==> src/rtl/hazard_pkg.sv <==
`default_nettype none
// ============================================================================
// Module      : hazard_pkg
// Description : Shared types and constants for the D-stage hazard and
//               forwarding controller (scoreboard entry layout, forwarding
//               select encoding, unused-operand Tuse marker).
// Revision    : 1.0  initial release
// ============================================================================
package hazard_pkg;

    // Default width of Tuse/Tnew fields.
    localparam int TW_DEFAULT = 2;

    // Storage width of the Tnew field inside a scoreboard entry. Any TW up to
    // this value fits; narrower TW values are zero-extended on entry.
    localparam int TW_MAX = 4;

    // Forwarding select value meaning "take the register-file read data".
    localparam int FWD_GRF = 0;

    // Tuse marker for a read port the D instruction does not use.
    localparam logic [TW_DEFAULT-1:0] TUSE_NONE = '1;

    // One in-flight destination register.
    typedef struct packed {
        logic              we;
        logic [4:0]        addr;
        logic [TW_MAX-1:0] tnew;
    } sb_entry_t;

    localparam sb_entry_t SB_EMPTY = '{we: 1'b0, addr: 5'd0, tnew: '0};

    // Saturating decrement: a result that is already available stays at 0.
    function automatic logic [TW_MAX-1:0] tnew_dec(input logic [TW_MAX-1:0] t);
        return (t == '0) ? t : (t - TW_MAX'(1));
    endfunction

endpackage : hazard_pkg
`default_nettype wire

==> src/rtl/md_busy_ctr.sv <==
`default_nettype none
// ============================================================================
// Module      : md_busy_ctr
// Description : Mult/div busy counter. Loads the operation latency when a
//               mult/div start leaves D and counts down to zero; busy is
//               asserted while the count is nonzero.
// Ports       : clk        - pipeline clock
//               reset      - synchronous, active-high; clears the count
//               i_load     - a start instruction is leaving D this cycle
//               i_load_div - 1 = div-class latency, 0 = mult-class latency
//               o_md_busy  - unit busy (count != 0)
// Revision    : 1.0  initial release
// ============================================================================
module md_busy_ctr #(
    parameter int MULT_CYC = 5,
    parameter int DIV_CYC  = 10
) (
    input  logic clk,
    input  logic reset,
    input  logic i_load,
    input  logic i_load_div,
    output logic o_md_busy
);

    localparam int c_max_cyc = (DIV_CYC > MULT_CYC) ? DIV_CYC : MULT_CYC;
    localparam int c_cnt_w   = $clog2(c_max_cyc + 1);

    logic [c_cnt_w-1:0] r_cnt;

    always_ff @(posedge clk) begin
        if (reset) begin
            r_cnt <= '0;
        end else if (i_load) begin
            r_cnt <= i_load_div ? c_cnt_w'(DIV_CYC) : c_cnt_w'(MULT_CYC);
        end else if (r_cnt != '0) begin
            r_cnt <= r_cnt - c_cnt_w'(1);
        end
    end

    assign o_md_busy = (r_cnt != '0);

endmodule : md_busy_ctr
`default_nettype wire

==> src/rtl/hazard_ctrl.sv <==
`default_nettype none
// ============================================================================
// Module      : hazard_ctrl
// Description : Hazard and forwarding controller for the five-stage pipeline.
//               Tracks in-flight destination registers and their remaining
//               Tnew for every stage after D, compares them against the Tuse
//               of each D-stage source operand, and produces the stall and the
//               per-port forwarding selects. Optionally owns the mult/div
//               busy counter that gates HI/LO access.
// Config      : HAZARD_MD_EN - when defined, the mult/div busy counter and the
//               HI/LO stall term are built; otherwise md_* inputs are ignored
//               and md_busy is tied low.
// Ports       : clk, reset   - clock, synchronous active-high reset
//               valid_d      - D holds a real instruction
//               rd_addr_d    - source register of port i in [5i+4:5i]
//               tuse_d       - Tuse of port i (all-ones = port unused)
//               wa_d, we_d   - destination register / GPR write enable of D
//               tnew_d       - Tnew of D, measured at entry to E
//               md_start_d   - D starts mult/div
//               md_div_d     - 1 = div-class, 0 = mult-class
//               md_use_d     - D touches HI/LO
//               stall        - freeze PC and F/D, bubble into E
//               fwd_sel      - per port: 0 = register file, k = stage k
//               md_busy      - mult/div unit busy
// Revision    : 1.0  initial release
// ============================================================================
module hazard_ctrl
    import hazard_pkg::*;
#(
    parameter  int NREAD    = 2,
    parameter  int NSTAGE   = 3,
    parameter  int TW       = TW_DEFAULT,   // must not exceed TW_MAX
    parameter  int MULT_CYC = 5,
    parameter  int DIV_CYC  = 10,
    localparam int FW       = $clog2(NSTAGE + 1)
) (
    input  logic                  clk,
    input  logic                  reset,
    input  logic                  valid_d,
    input  logic [NREAD*5-1:0]    rd_addr_d,
    input  logic [NREAD*TW-1:0]   tuse_d,
    input  logic [4:0]            wa_d,
    input  logic                  we_d,
    input  logic [TW-1:0]         tnew_d,
    input  logic                  md_start_d,
    input  logic                  md_div_d,
    input  logic                  md_use_d,
    output logic                  stall,
    output logic [NREAD*FW-1:0]   fwd_sel,
    output logic                  md_busy
);

    // ------------------------------------------------------------------------
    // Scoreboard: r_sb[k] describes the instruction currently in stage k
    // (1 = E, 2 = M, 3 = W).
    // ------------------------------------------------------------------------
    sb_entry_t        r_sb [1:NSTAGE];
    sb_entry_t        w_sb_in;
    logic [NREAD-1:0] w_port_stall;
    logic             w_gpr_stall;
    logic             w_md_stall;
    logic             w_md_busy;

    // A stalled D instruction does not advance, so E receives a bubble.
    // Writes to $0 are never tracked: nothing can depend on them.
    always_comb begin
        w_sb_in = SB_EMPTY;
        if (!stall) begin
            w_sb_in.we   = valid_d & we_d & (wa_d != 5'd0);
            w_sb_in.addr = wa_d;
            w_sb_in.tnew = TW_MAX'(tnew_d);
        end
    end

    always_ff @(posedge clk) begin
        if (reset) begin
            for (int k = 1; k <= NSTAGE; k++) begin
                r_sb[k] <= SB_EMPTY;
            end
        end else begin
            r_sb[1] <= w_sb_in;
            for (int k = 2; k <= NSTAGE; k++) begin
                r_sb[k] <= '{we:   r_sb[k-1].we,
                             addr: r_sb[k-1].addr,
                             tnew: tnew_dec(r_sb[k-1].tnew)};
            end
        end
    end

    // ------------------------------------------------------------------------
    // Per-port match, stall and forwarding select.
    // ------------------------------------------------------------------------
    for (genvar i = 0; i < NREAD; i++) begin : g_port
        logic [4:0]        w_ra;
        logic [TW-1:0]     w_tuse;
        logic              w_hit;
        logic [FW-1:0]     w_stage;
        logic [TW_MAX-1:0] w_tnew;

        assign w_ra   = rd_addr_d[5*i +: 5];
        assign w_tuse = tuse_d[TW*i +: TW];

        // Scan oldest to youngest so the youngest matching stage wins; it
        // holds the most recent producer of the register.
        always_comb begin
            w_hit   = 1'b0;
            w_stage = '0;
            w_tnew  = '0;
            for (int k = NSTAGE; k >= 1; k--) begin
                if (r_sb[k].we && (r_sb[k].addr == w_ra) && (w_ra != 5'd0)) begin
                    w_hit   = 1'b1;
                    w_stage = FW'(k);
                    w_tnew  = r_sb[k].tnew;
                end
            end
        end

        // The all-ones Tuse of an unused port must never stall, even if a
        // wide Tnew would otherwise exceed it.
        assign w_port_stall[i] = w_hit && (w_tuse != '1) &&
                                 (TW_MAX'(w_tuse) < w_tnew);

        // Only forward once the youngest producer has its result; if it is
        // still computing, the operand is picked up by a later stage's
        // forwarding path (or the stall holds D until it is).
        assign fwd_sel[FW*i +: FW] = (w_hit && (w_tnew == '0)) ? w_stage
                                                               : FW'(FWD_GRF);
    end

    assign w_gpr_stall = |w_port_stall;

    // ------------------------------------------------------------------------
    // Mult/div busy tracking and HI/LO interlock.
    // ------------------------------------------------------------------------
`ifdef HAZARD_MD_EN
    logic w_md_load;

    // A start that is itself held in D must not load the counter; since start
    // instructions also assert md_use_d, a start never arrives while busy.
    assign w_md_load = valid_d & md_start_d & ~stall;

    md_busy_ctr #(
        .MULT_CYC (MULT_CYC),
        .DIV_CYC  (DIV_CYC)
    ) u_md_busy_ctr (
        .clk        (clk),
        .reset      (reset),
        .i_load     (w_md_load),
        .i_load_div (md_div_d),
        .o_md_busy  (w_md_busy)
    );

    assign w_md_stall = valid_d & md_use_d & w_md_busy;
`else
    logic w_unused_md;

    assign w_unused_md = &{1'b0, md_start_d, md_div_d, md_use_d};
    assign w_md_busy   = 1'b0;
    assign w_md_stall  = 1'b0;
`endif

    assign stall   = w_gpr_stall | w_md_stall;
    assign md_busy = w_md_busy;

endmodule : hazard_ctrl
`default_nettype wire

==> config.mk <==
export PLATFORM = sky130hd
export DESIGN_NAME = hazard_ctrl
export DESIGN_NICKNAME = d
export VERILOG_FILES = /design/src/rtl/hazard_pkg.sv /design/src/rtl/md_busy_ctr.sv /design/src/rtl/hazard_ctrl.sv
export SDC_FILE = /design/constraint.sdc
export NUM_CORES = 1
export LEC_CHECK = 0
export ABC_AREA = 1
export ABC_CLOCK_PERIOD_IN_PS = 2660
export BUFFER_PORTS_ARGS = -buffer_cell sky130_fd_sc_hd__buf_4
export CORE_UTILIZATION = 40
export DETAILED_ROUTE_END_ITERATION = 8
export GPL_ROUTABILITY_DRIVEN = 1
export PLACE_DENSITY_LB_ADDON = 0.12
export SYNTH_ARGS = -nofsm -noshare
export SYNTH_HDL_FRONTEND = slang
export SYNTH_SLANG_ARGS = --single-unit
==> constraint.sdc <==
create_clock -name clk -period 2.66 [get_ports clk]
set_input_delay 0.532 -clock clk [delete_from_list [all_inputs] [get_ports clk]]
set_output_delay 0.532 -clock clk [all_outputs]
set_load 0.05 [all_outputs]
-- Word-level counts from Yosys, hierarchy flattened
Memory sizes are Yosys's and may differ from the RTL's.
Cells that the tools add are included.
- memories kept: 1
- input port bits: 28
- bits in latches: 0
- output and inout port bits: 6
- memory bits (writable): 30
- bits in registers: 0
- word-level logic and storage cells: 73
- memory bits (read-only): 0
- memories (memory ; words ; bits a word ; rd ports ; clocked after Yosys merged registers in ; wr ports ; RTL line ; text):
    r_sb ; 3 ; 10 ; 3 ; 0 ; 3 ; hazard_ctrl.sv:57 ; sb_entry_t r_sb [1:NSTAGE];
- add/subtract/negate cells: 2
- reductions and logical operators: 26
- div/mod/pow operators: 0
- bitwise logic cells: 5
- eq/ne operators: 8
- $mul: 0
- shift operators: 0
- muxes and demuxes: 29
- order comparisons: 2
- operator list (operator ; count):
    $mux W10 ; 4
    $mux W4 ; 8
    $eq A5 B5 Y1 ; 6
    $logic_and A1 B1 Y1 ; 18
    $logic_not A4 Y1 ; 4
    $mux W2 ; 8
    $reduce_bool A5 Y1 ; 3
    $mux W1 ; 9
    $lt A2 B4 Y1 ; 2
    $sub A4 B1 Y4 const B ; 2
    $ne A2 B2 Y1 const B ; 2
    $or A1 B1 Y1 ; 3
    $and A1 B1 Y1 ; 2
    $reduce_or A2 Y1 ; 1

-- Logic depth before layout (Yosys ltp)
Gate-level depths: netlist of the first run.
An unclocked memory read counts as a cell.
- depth in word-level cells: 12
- depth in mapped cells: 17
- mapped depth without buffers: 17

-- Worst setup path after synthesis of the first run
OpenSTA, ideal clock, no wires.
- kind: input -> output
- start: input port rd_addr_d[9]
- end: output port fwd_sel[3]
- data arrival time: 2.451 ns
- setup slack: -0.323 ns
- path buffers: 0
- data required time: 2.128 ns
- stages: 11
- cell sequence: inv_1 nand2_1 nand2_1 nand2_1 nor2_4 nand2_4 nand3_1 o211ai_1 o21ai_0 nand4_1 nor3_1
- longest elaborated chain between the ends: 9
- elaborated cells on any way between the ends: 22
- classes of those cells: eq/ne: 3; mux: 10; reduce/logical: 9
- RTL lines (element ; RTL line ; text):
    start: declaration ; hazard_ctrl.sv:40 ; input logic [NREAD*5-1:0] rd_addr_d,
    $eq A5 B5 Y1 ; hazard_ctrl.sv:110 ; if (r_sb[k].we && (r_sb[k].addr == w_ra) && (w_ra != 5'd0)) begin
    $logic_and A1 B1 Y1 (2 in a row) ; hazard_ctrl.sv:110 ;
    $mux W4 (3 in a row) ; hazard_ctrl.sv:110 ;
    $logic_not A4 Y1 ; hazard_ctrl.sv:126 ; assign fwd_sel[FW*i +: FW] = (w_hit && (w_tnew == '0)) ? w_stage
    $logic_and A1 B1 Y1 ; hazard_ctrl.sv:126 ;
    $mux W2 (*) ; hazard_ctrl.sv:126 ;
    end: declaration ; hazard_ctrl.sv:49 ; output logic [NREAD*FW-1:0] fwd_sel,
Mark *: on every way between the ends. The rest lies on a longest branch, timed or not.

-- Worst setup path after layout of the first run
- start: input port rd_addr_d[3]
- end: output port stall
- longest elaborated chain between the ends: 9
- elaborated cells on any way between the ends: 20
- classes of those cells: order compare: 1; eq/ne: 3; mux: 6; reduce/logical: 10
- RTL lines (element ; RTL line ; text):
    $eq A5 B5 Y1 ; hazard_ctrl.sv:110 ;
    $logic_and A1 B1 Y1 (2 in a row) ; hazard_ctrl.sv:110 ;
    $mux W4 or $mux W1 (tied branches) (3 in a row) ; hazard_ctrl.sv:110 ;
    $lt A2 B4 Y1 or $logic_and A1 B1 Y1 (tied branches) ; hazard_ctrl.sv:121, hazard_ctrl.sv:120 ;
    $logic_and A1 B1 Y1 (*) ; hazard_ctrl.sv:120 ; assign w_port_stall[i] = w_hit && (w_tuse != '1) &&
    $reduce_or A2 Y1 (*) ; hazard_ctrl.sv:130 ; assign w_gpr_stall = |w_port_stall;
    end: declaration ; hazard_ctrl.sv:48 ; output logic stall,
Marks and branches as above.

==> impl_metrics.csv, run 1 <==
group,metric,value,unit
routing,drc_errors,0,
clocking,clk_latency,280,ps
synth,synth_compound_area_frac,0.0812,
outcome,violations,"setup timing",
hold_path,holdPathStages,1,
synth,synthCells,284,
synth,synth_edf_count,0,
synth,syn-cell-area,1830,um2
synth,synthMuxAreaShare,0,
floorplan,ios,34,
timing,min_period,2670,ps
global_route,grt_max_degree,18,
global_route,grt_pass1_vias,1634,
floorplan,die_width,69.7,um
synth,yosysWarnings,0,
timing,post-route-period-util,1.00,
cells_and_area,largest_reg_flops,27,
cells_and_area,fin_nets,375,
floorplan,die_h,69.7,um
routing,vias,1823,
timing,skew,5.26,ps
hold_path,hold-path-endpoint,"r_sb[0][20]",
synth,synth_cell_types,28,
worst_setup_path,reg2reg_from,"r_sb[0][35]",
synth,synth_area_per_cell,6.45,um2
clocking,clk_pin_slew,90,ps
clocking,htree_levels,1,
routing,drt_iter0_drc,39,
synth,yosys.area_share.simple,0.445,
worst_setup_path,timing.rr.end,"r_sb[0][19]",
timing,worst_slack,-9.23,ps
timing,hold_viol_final,0,
placement,io_buffer_count,29,
routing,via_per_inst,4.63,
global_route,grt_pass1_wl,7.20,mm
worst_setup_path,reg2reg_depth,18,
worst_setup_path,cpPeakStageDelay,280,ps
timing,rsz0062_at_grt,"true",
hold_path,worstHoldStart,"r_sb[0][10]",
cells_and_area,utilization,0.587,
routing,drt-pass1-iter-count,4,
flow_run,max-cap-violations,0,
worst_setup_path,cpMaxStageDelayCell,"ha_1",
synth,synth_area_leader_cell,"dfxtp_1",
synth,yosys.area.top_type_share,0.295,
cells_and_area,stdcell_count,394,
synth,synth_common_cells,"nand2_1 (79), inv_1 (43), nor2_1 (28), dfxtp_1 (27)",
worst_setup_path,r2r_slack,380,ps
synth,synth_ff_type,"dfxtp_1",
timing,finalSetupTns,-9.23,ps
worst_setup_path,required,2130,ps
timing,max_freq,0.375,GHz
synth,synth_top_family_by_area,"simple AND/OR/NAND/NOR gates",
cells_and_area,reg_top3,"r_sb x27",
clocking,ctsRootBufferMaster,"clkbuf_8",
floorplan,die-area,4860,um2
floorplan,rows,24,
power,ir_worst_vdd,0.222,mV
synth,synth-xor-area-share,0.0239,
synth,ys_seq_area_frac,0.295,
routing,wl_per_cell,10.7,um
worst_setup_path,crit_arrival,2140,ps
placement,hpwl,3.37,mm
placement,gp_congestion,0.809,
clocking,cts_buffers,3,
power,power_density,338,nW/um2
global_route,antenna_found_initial,0,
worst_setup_path,startpoint_type,"input port",
routing,ant_nets,0,
synth,ys_seq_elements,27,
outcome,outcome,"complete, but fails checks",
synth,ys_async_sr_fraction,0,
clocking,cts.sinks,27,
synth,synth_fa_ha_area_frac,0.0273,
cells_and_area,syn_to_final_growth,40.4,%
timing,setup_viol,1,
worst_setup_path,critPathMaxFanout,5,
worst_setup_path,crit_type,"in2out",
worst_setup_path,worstPathCellList,"buf_4, inv_4, a21oi_2, nand2_2, nor2_4, nand2_4, o211ai_1, o21ai_1, ha_1, nand2_1, nand2_1, nand2_2, nand2_4, nand2_2, buf_8",
hold_path,worstHoldPathType,"reg2reg",
placement,dp.cells,384,
power,p_leak,0.00126,uW
clocking,hold_buffers,0,
cells_and_area,drive_above_1_share,0.459,
synth,synth.most_common_cell,"nand2_1",
synth,synth.area.top_cells,"dfxtp_1 (29%), nand2_1 (16%), inv_1 (8.8%)",
worst_setup_path,crit_path_end_kind,"output port",
timing,slew_viol_final,0,
global_route,overflow,0,
cells_and_area,top_register,"r_sb",
cells_and_area,antenna_cells,0,
worst_setup_path,cpMostUsedCell,"nand2_2",
floorplan,core_area,4380,um2
clocking,cts_tree,"built",
floorplan,start_util,0.418,
routing,drt-total-wl,4.22,mm
global_route,grt_util_all_layers,0.184,
clocking,cts_buffer_depth,2,
routing by layer:
metal	up-vias	share of wire	track usage	wire (um)
li1	983	-	-	-
met1	798	0.50	0.266	2120
met5	-	0	0	0
met3	2	0.045	0.0247	190
met2	40	0.45	0.286	1890
met4	0	0.0040	0.0533	17
worst max-delay path: cells and delay by family:
kind                       cells  cell delay, ps
and+or+nand+nor                8             600
buffers and inverters          3             310
AOI/OAI and AO/OA              3             390
adders and majority gates      1             280
metrics by stage:
stage	hold WS [ps]	area, um2	total power (uW)	worst slack, ps
finish	421	2570	869	-9.23
global route	441	2570	923	-201
CTS	423	2430	862	-39.1
detailed placement	409	2270	611	-163
global placement	408	2270	610	-151
floorplan	398	1850	547	14.0
logic make-up after synthesis:
group           count (synthesis)
simple gates                  163
buf+inv                        59
flops                          27
compound gates                 25
xor+xnor                        5
fa+ha+maj                       4
other cells                     1
final cells by class:
| type | count | area [um2] |
|---|---|---|
| fill | 446 | 1810 |
| multi-input combinational | 199 | 1180 |
| sequential | 27 | 556 |
| timing repair buffer | 56 | 495 |
| inverter | 56 | 234 |
| tap | 52 | 65.1 |
| clock buffer | 3 | 41.3 |
| clock inverter | 1 | 5.00 |
placed cells by master, fill, tap and decap left out, types with 5 or more instances in the layout:
cell      synthesis  final
inv_2            11     13
o21ai_1           0      6
a21oi_1           9      6
nor2_1           28     24
dfxtp_2           0     12
inv_1            43     35
nand4_1           5      5
nand3_2           5      7
nand2_2           7     21
nor2_2           11     15
o211ai_1          5      5
dfxtp_1          27     15
nand2_1          79     65
nand3_1          10      7
nor2_4            7      7
buf_6             0     12
buf_4             2     40
inv_4             0      6
what timing repair did:
action | 4_1_cts | 5_1_grt
resized for setup | 35 | 49
pin swaps | 19 | 31
buffers inserted | 5 | 2
setup endpoints to repair | 3 | 5
power breakdown:
part	leakage (uW)	total, uW	internal [uW]	switching, uW
clock network	0.0000255	238	105	133
registers	0.000227	439	424	14.7
logic	0.00100	192	84.8	107
total	0.00126	869	614	255
worst max-delay path by stage:
stage	from	end	slack [ps]	cells after the start
after detailed placement	rd_addr_d[9]	stall	-160	16
after global placement	rd_addr_d[2]	stall	-150	16
final	rd_addr_d[3]	stall	-9	15
after floorplan	rd_addr_d[1]	fwd_sel[0]	10	11
after global routing	r_sb[0][35]	stall	-200	15
after CTS	r_sb[0][27]	stall	-40	14
Note: power is estimated with default switching activity, not from simulation.
==> inputs of run 2 (changes only) <==
--- a/config.mk
+++ b/config.mk
@@ -7,7 +7,7 @@
 export LEC_CHECK = 0
 export ABC_AREA = 1
 export ABC_CLOCK_PERIOD_IN_PS = 2660
-export BUFFER_PORTS_ARGS = -buffer_cell sky130_fd_sc_hd__buf_4
+export BUFFER_PORTS_ARGS = -buffer_cell sky130_fd_sc_hd__buf_2
 export CORE_UTILIZATION = 40
 export DETAILED_ROUTE_END_ITERATION = 8
 export GPL_ROUTABILITY_DRIVEN = 1
==> run 2 against run 1 <==
The run still ends with setup timing left. Die area stayed put. Clock power up 7%. Hold slack improved by 5.1 ps. Register-to-register slack worse by 60 ps. Critical endpoint unchanged. Largest power group unchanged.
==> impl_metrics.csv, run 2 (synthesis results as in run 1) <==
group,metric,value,unit
timing,min_period,2730,ps
timing,max_freq,0.367,GHz
floorplan,start_util,0.418,
worst_setup_path,crit_type,"in2out",
timing,worst_slack,-67.7,ps
power,net-switching-power,261,uW
floorplan,die_h,69.7,um
timing,slew_viol_final,0,
cells_and_area,utilization,0.551,
flow_run,max-cap-violations,0,
clocking,htree_levels,1,
clocking,cts.sinks,27,
floorplan,core_area,4380,um2
global_route,grt_pass1_vias,1612,
cells_and_area,largest_reg_flops,27,
clocking,hold_buffers,0,
cells_and_area,top_register,"r_sb",
worst_setup_path,worstPathCellList,"buf_4, inv_2, nand2_1, nand2_1, nand2_1, nor2_4, nand2_4, o211ai_1, o21ai_1, ha_1, nand2_1, nand2_1, nand2_2, nand2_4, nand2_4, buf_8",
routing,via_per_inst,4.55,
clocking,cts_buffer_depth,2,
power,pwr-share-comb,0.197,
placement,io_buffer_count,29,
cells_and_area,nFillCells,464,
cells_and_area,fin_nets,372,
clocking,clk_latency,290,ps
power,power.internal,602,uW
cells_and_area,stdcell_count,391,
cells_and_area,syn_to_final_growth,31.8,%
placement,gp_congestion,0.791,
cells_and_area,multi_input_area,1130,um2
outcome,outcome,"complete, but fails checks",
global_route,grt_max_degree,18,
clocking,cts_tree,"built",
routing,drc_errors,0,
routing,drt-total-wl,4.12,mm
global_route,antenna_found_initial,0,
power,switching_share,0.302,
worst_setup_path,critPathMaxFanout,4,
timing,hold_viol_final,0,
placement,place_area,2190,um2
routing,wl_per_cell,10.5,um
cells_and_area,final_common_cell,"nand2_1",
clocking,cts_buffers,3,
placement,dp.cells,383,
worst_setup_path,required,2130,ps
global_route,grt_pass1_wl,7.10,mm
timing,skew,10.5,ps
routing,ant_nets,0,
routing,vias,1778,
power,p_seq_frac,0.507,
worst_setup_path,path_delay_family,"simple AND/OR/NAND/NOR gates",
timing,rsz0062_at_grt,"true",
worst_setup_path,crit_arrival,2200,ps
worst_setup_path,cpMostUsedCell,"nand2_1",
cells_and_area,drive_above_1_share,0.386,
power,power_density,357,nW/um2
cells_and_area,stdcell_area,2420,um2
placement,hpwl,3.36,mm
outcome,violations,"setup timing",
worst_setup_path,cpPeakStageDelay,310,ps
worst_setup_path,startpoint_type,"input port",
cells_and_area,antenna_cells,0,
floorplan,rows,24,
worst_setup_path,crit_path_end_kind,"output port",
clocking,ctsRootBufferMaster,"clkbuf_8",
power,p_leak,0.00121,uW
power,ir_worst_vdd,0.212,mV
timing,setup_viol,1,
routing,drt-pass1-iter-count,4,
cells_and_area,reg_top3,"r_sb x27",
global_route,overflow,0,
worst_setup_path,cpMaxStageDelayCell,"ha_1",
timing,post-route-period-util,1.03,
power,clockPowerShare,0.296,
cells_and_area,regArea,551,um2
clocking,clk_pin_slew,100,ps
floorplan,die-area,4860,um2
routing,drt_iter0_drc,69,
cells_and_area,final_cell_mix,"nand2_1 (75), inv_1 (38), buf_4 (29)",
floorplan,ios,34,
floorplan,die_width,69.7,um
worst_setup_path,cp_num_buf_inv,3,
timing,finalSetupTns,-67.7,ps
global_route,grt_util_all_layers,0.182,
hold_path,worstHoldPathType,"reg2reg",
run 2: cell count changes in the layout (fill, tap and decap cells not counted), moves of 3 or more:
| cell | before | now |
|---|---|---|
| nand2_2 | 21 | 9 |
| dfxtp_2 | 12 | 8 |
| nand2_1 | 65 | 75 |
| inv_1 | 35 | 38 |
| buf_6 | 12 | 7 |
| dfxtp_1 | 15 | 19 |
| buf_2 | 0 | 16 |
| buf_4 | 40 | 29 |
| buf_8 | 4 | 1 |
run 2: power by group through the flow:
stage	combinational [uW]	clock (uW)	sequential, uW
finish	170	255	438
global route	192	276	440
CTS	163	263	437
detailed placement	156	0	446
global placement	155	0	445
floorplan	105	0	441
run 2: final cells by class:
cell class | instances | share of cell area
repair buffers | 53 | 0.162
clock inverters | 1 | 0.00363
clock buffers | 3 | 0.0171
multi-input cells | 199 | 0.469
inverters | 56 | 0.0937
well taps | 52 | 0.0269
flip-flops and latches | 27 | 0.228
run 2: worst register-to-register path, cell delays in order, from the launching register on:
cell and delay [ps]:
dfxtp_2 350, inv_2 40, nand2_1 40, o21ai_1 50, nor2_1 140, nand2_1 90, nor2_2 140, nand3_1 80
o211ai_1 80, o21ai_1 120, ha_1 290, nand2_1 60, nand2_1 60, nand2_2 60, nand2_2 70, buf_4 130
buf_4 120, buf_4 130, nand3_4 130, nor2_2 40
run 2: path summary, 6_finish.rpt:
kind                startpoint           to  slack [ps]  cells past startpoint
setup reg to reg   r_sb[0][34]  r_sb[0][19]         320                     19
hold reg to reg    r_sb[0][10]  r_sb[0][20]         430                      1
setup / recovery  rd_addr_d[4]        stall         -70                     16
hold / removal     r_sb[0][10]  r_sb[0][20]         430                      1
run 2: metal layers:
layer | share of wire | vias to the layer above | global-route usage
li1 | - | 976 | -
met1 | 0.54 | 765 | 0.266
met2 | 0.42 | 32 | 0.277
met3 | 0.028 | 5 | 0.0262
met4 | 0.013 | 0 | 0.0533
met5 | 0 | - | 0
run 2: timing repair:
action,4_1_cts,5_1_grt
buffers inserted,2,2
pin swaps,13,34
gates resized for setup,28,35
setup endpoints to repair,5,5
run 2: metrics by stage:
step / hold slack [ps] / total power, uW / setup WS, ps
after floorplan: 398 / 547 / 14.0
after global routing: 441 / 908 / -222
after detailed placement: 413 / 601 / -233
after CTS: 428 / 863 / -74.2
final: 426 / 863 / -67.7
after global placement: 408 / 600 / -218
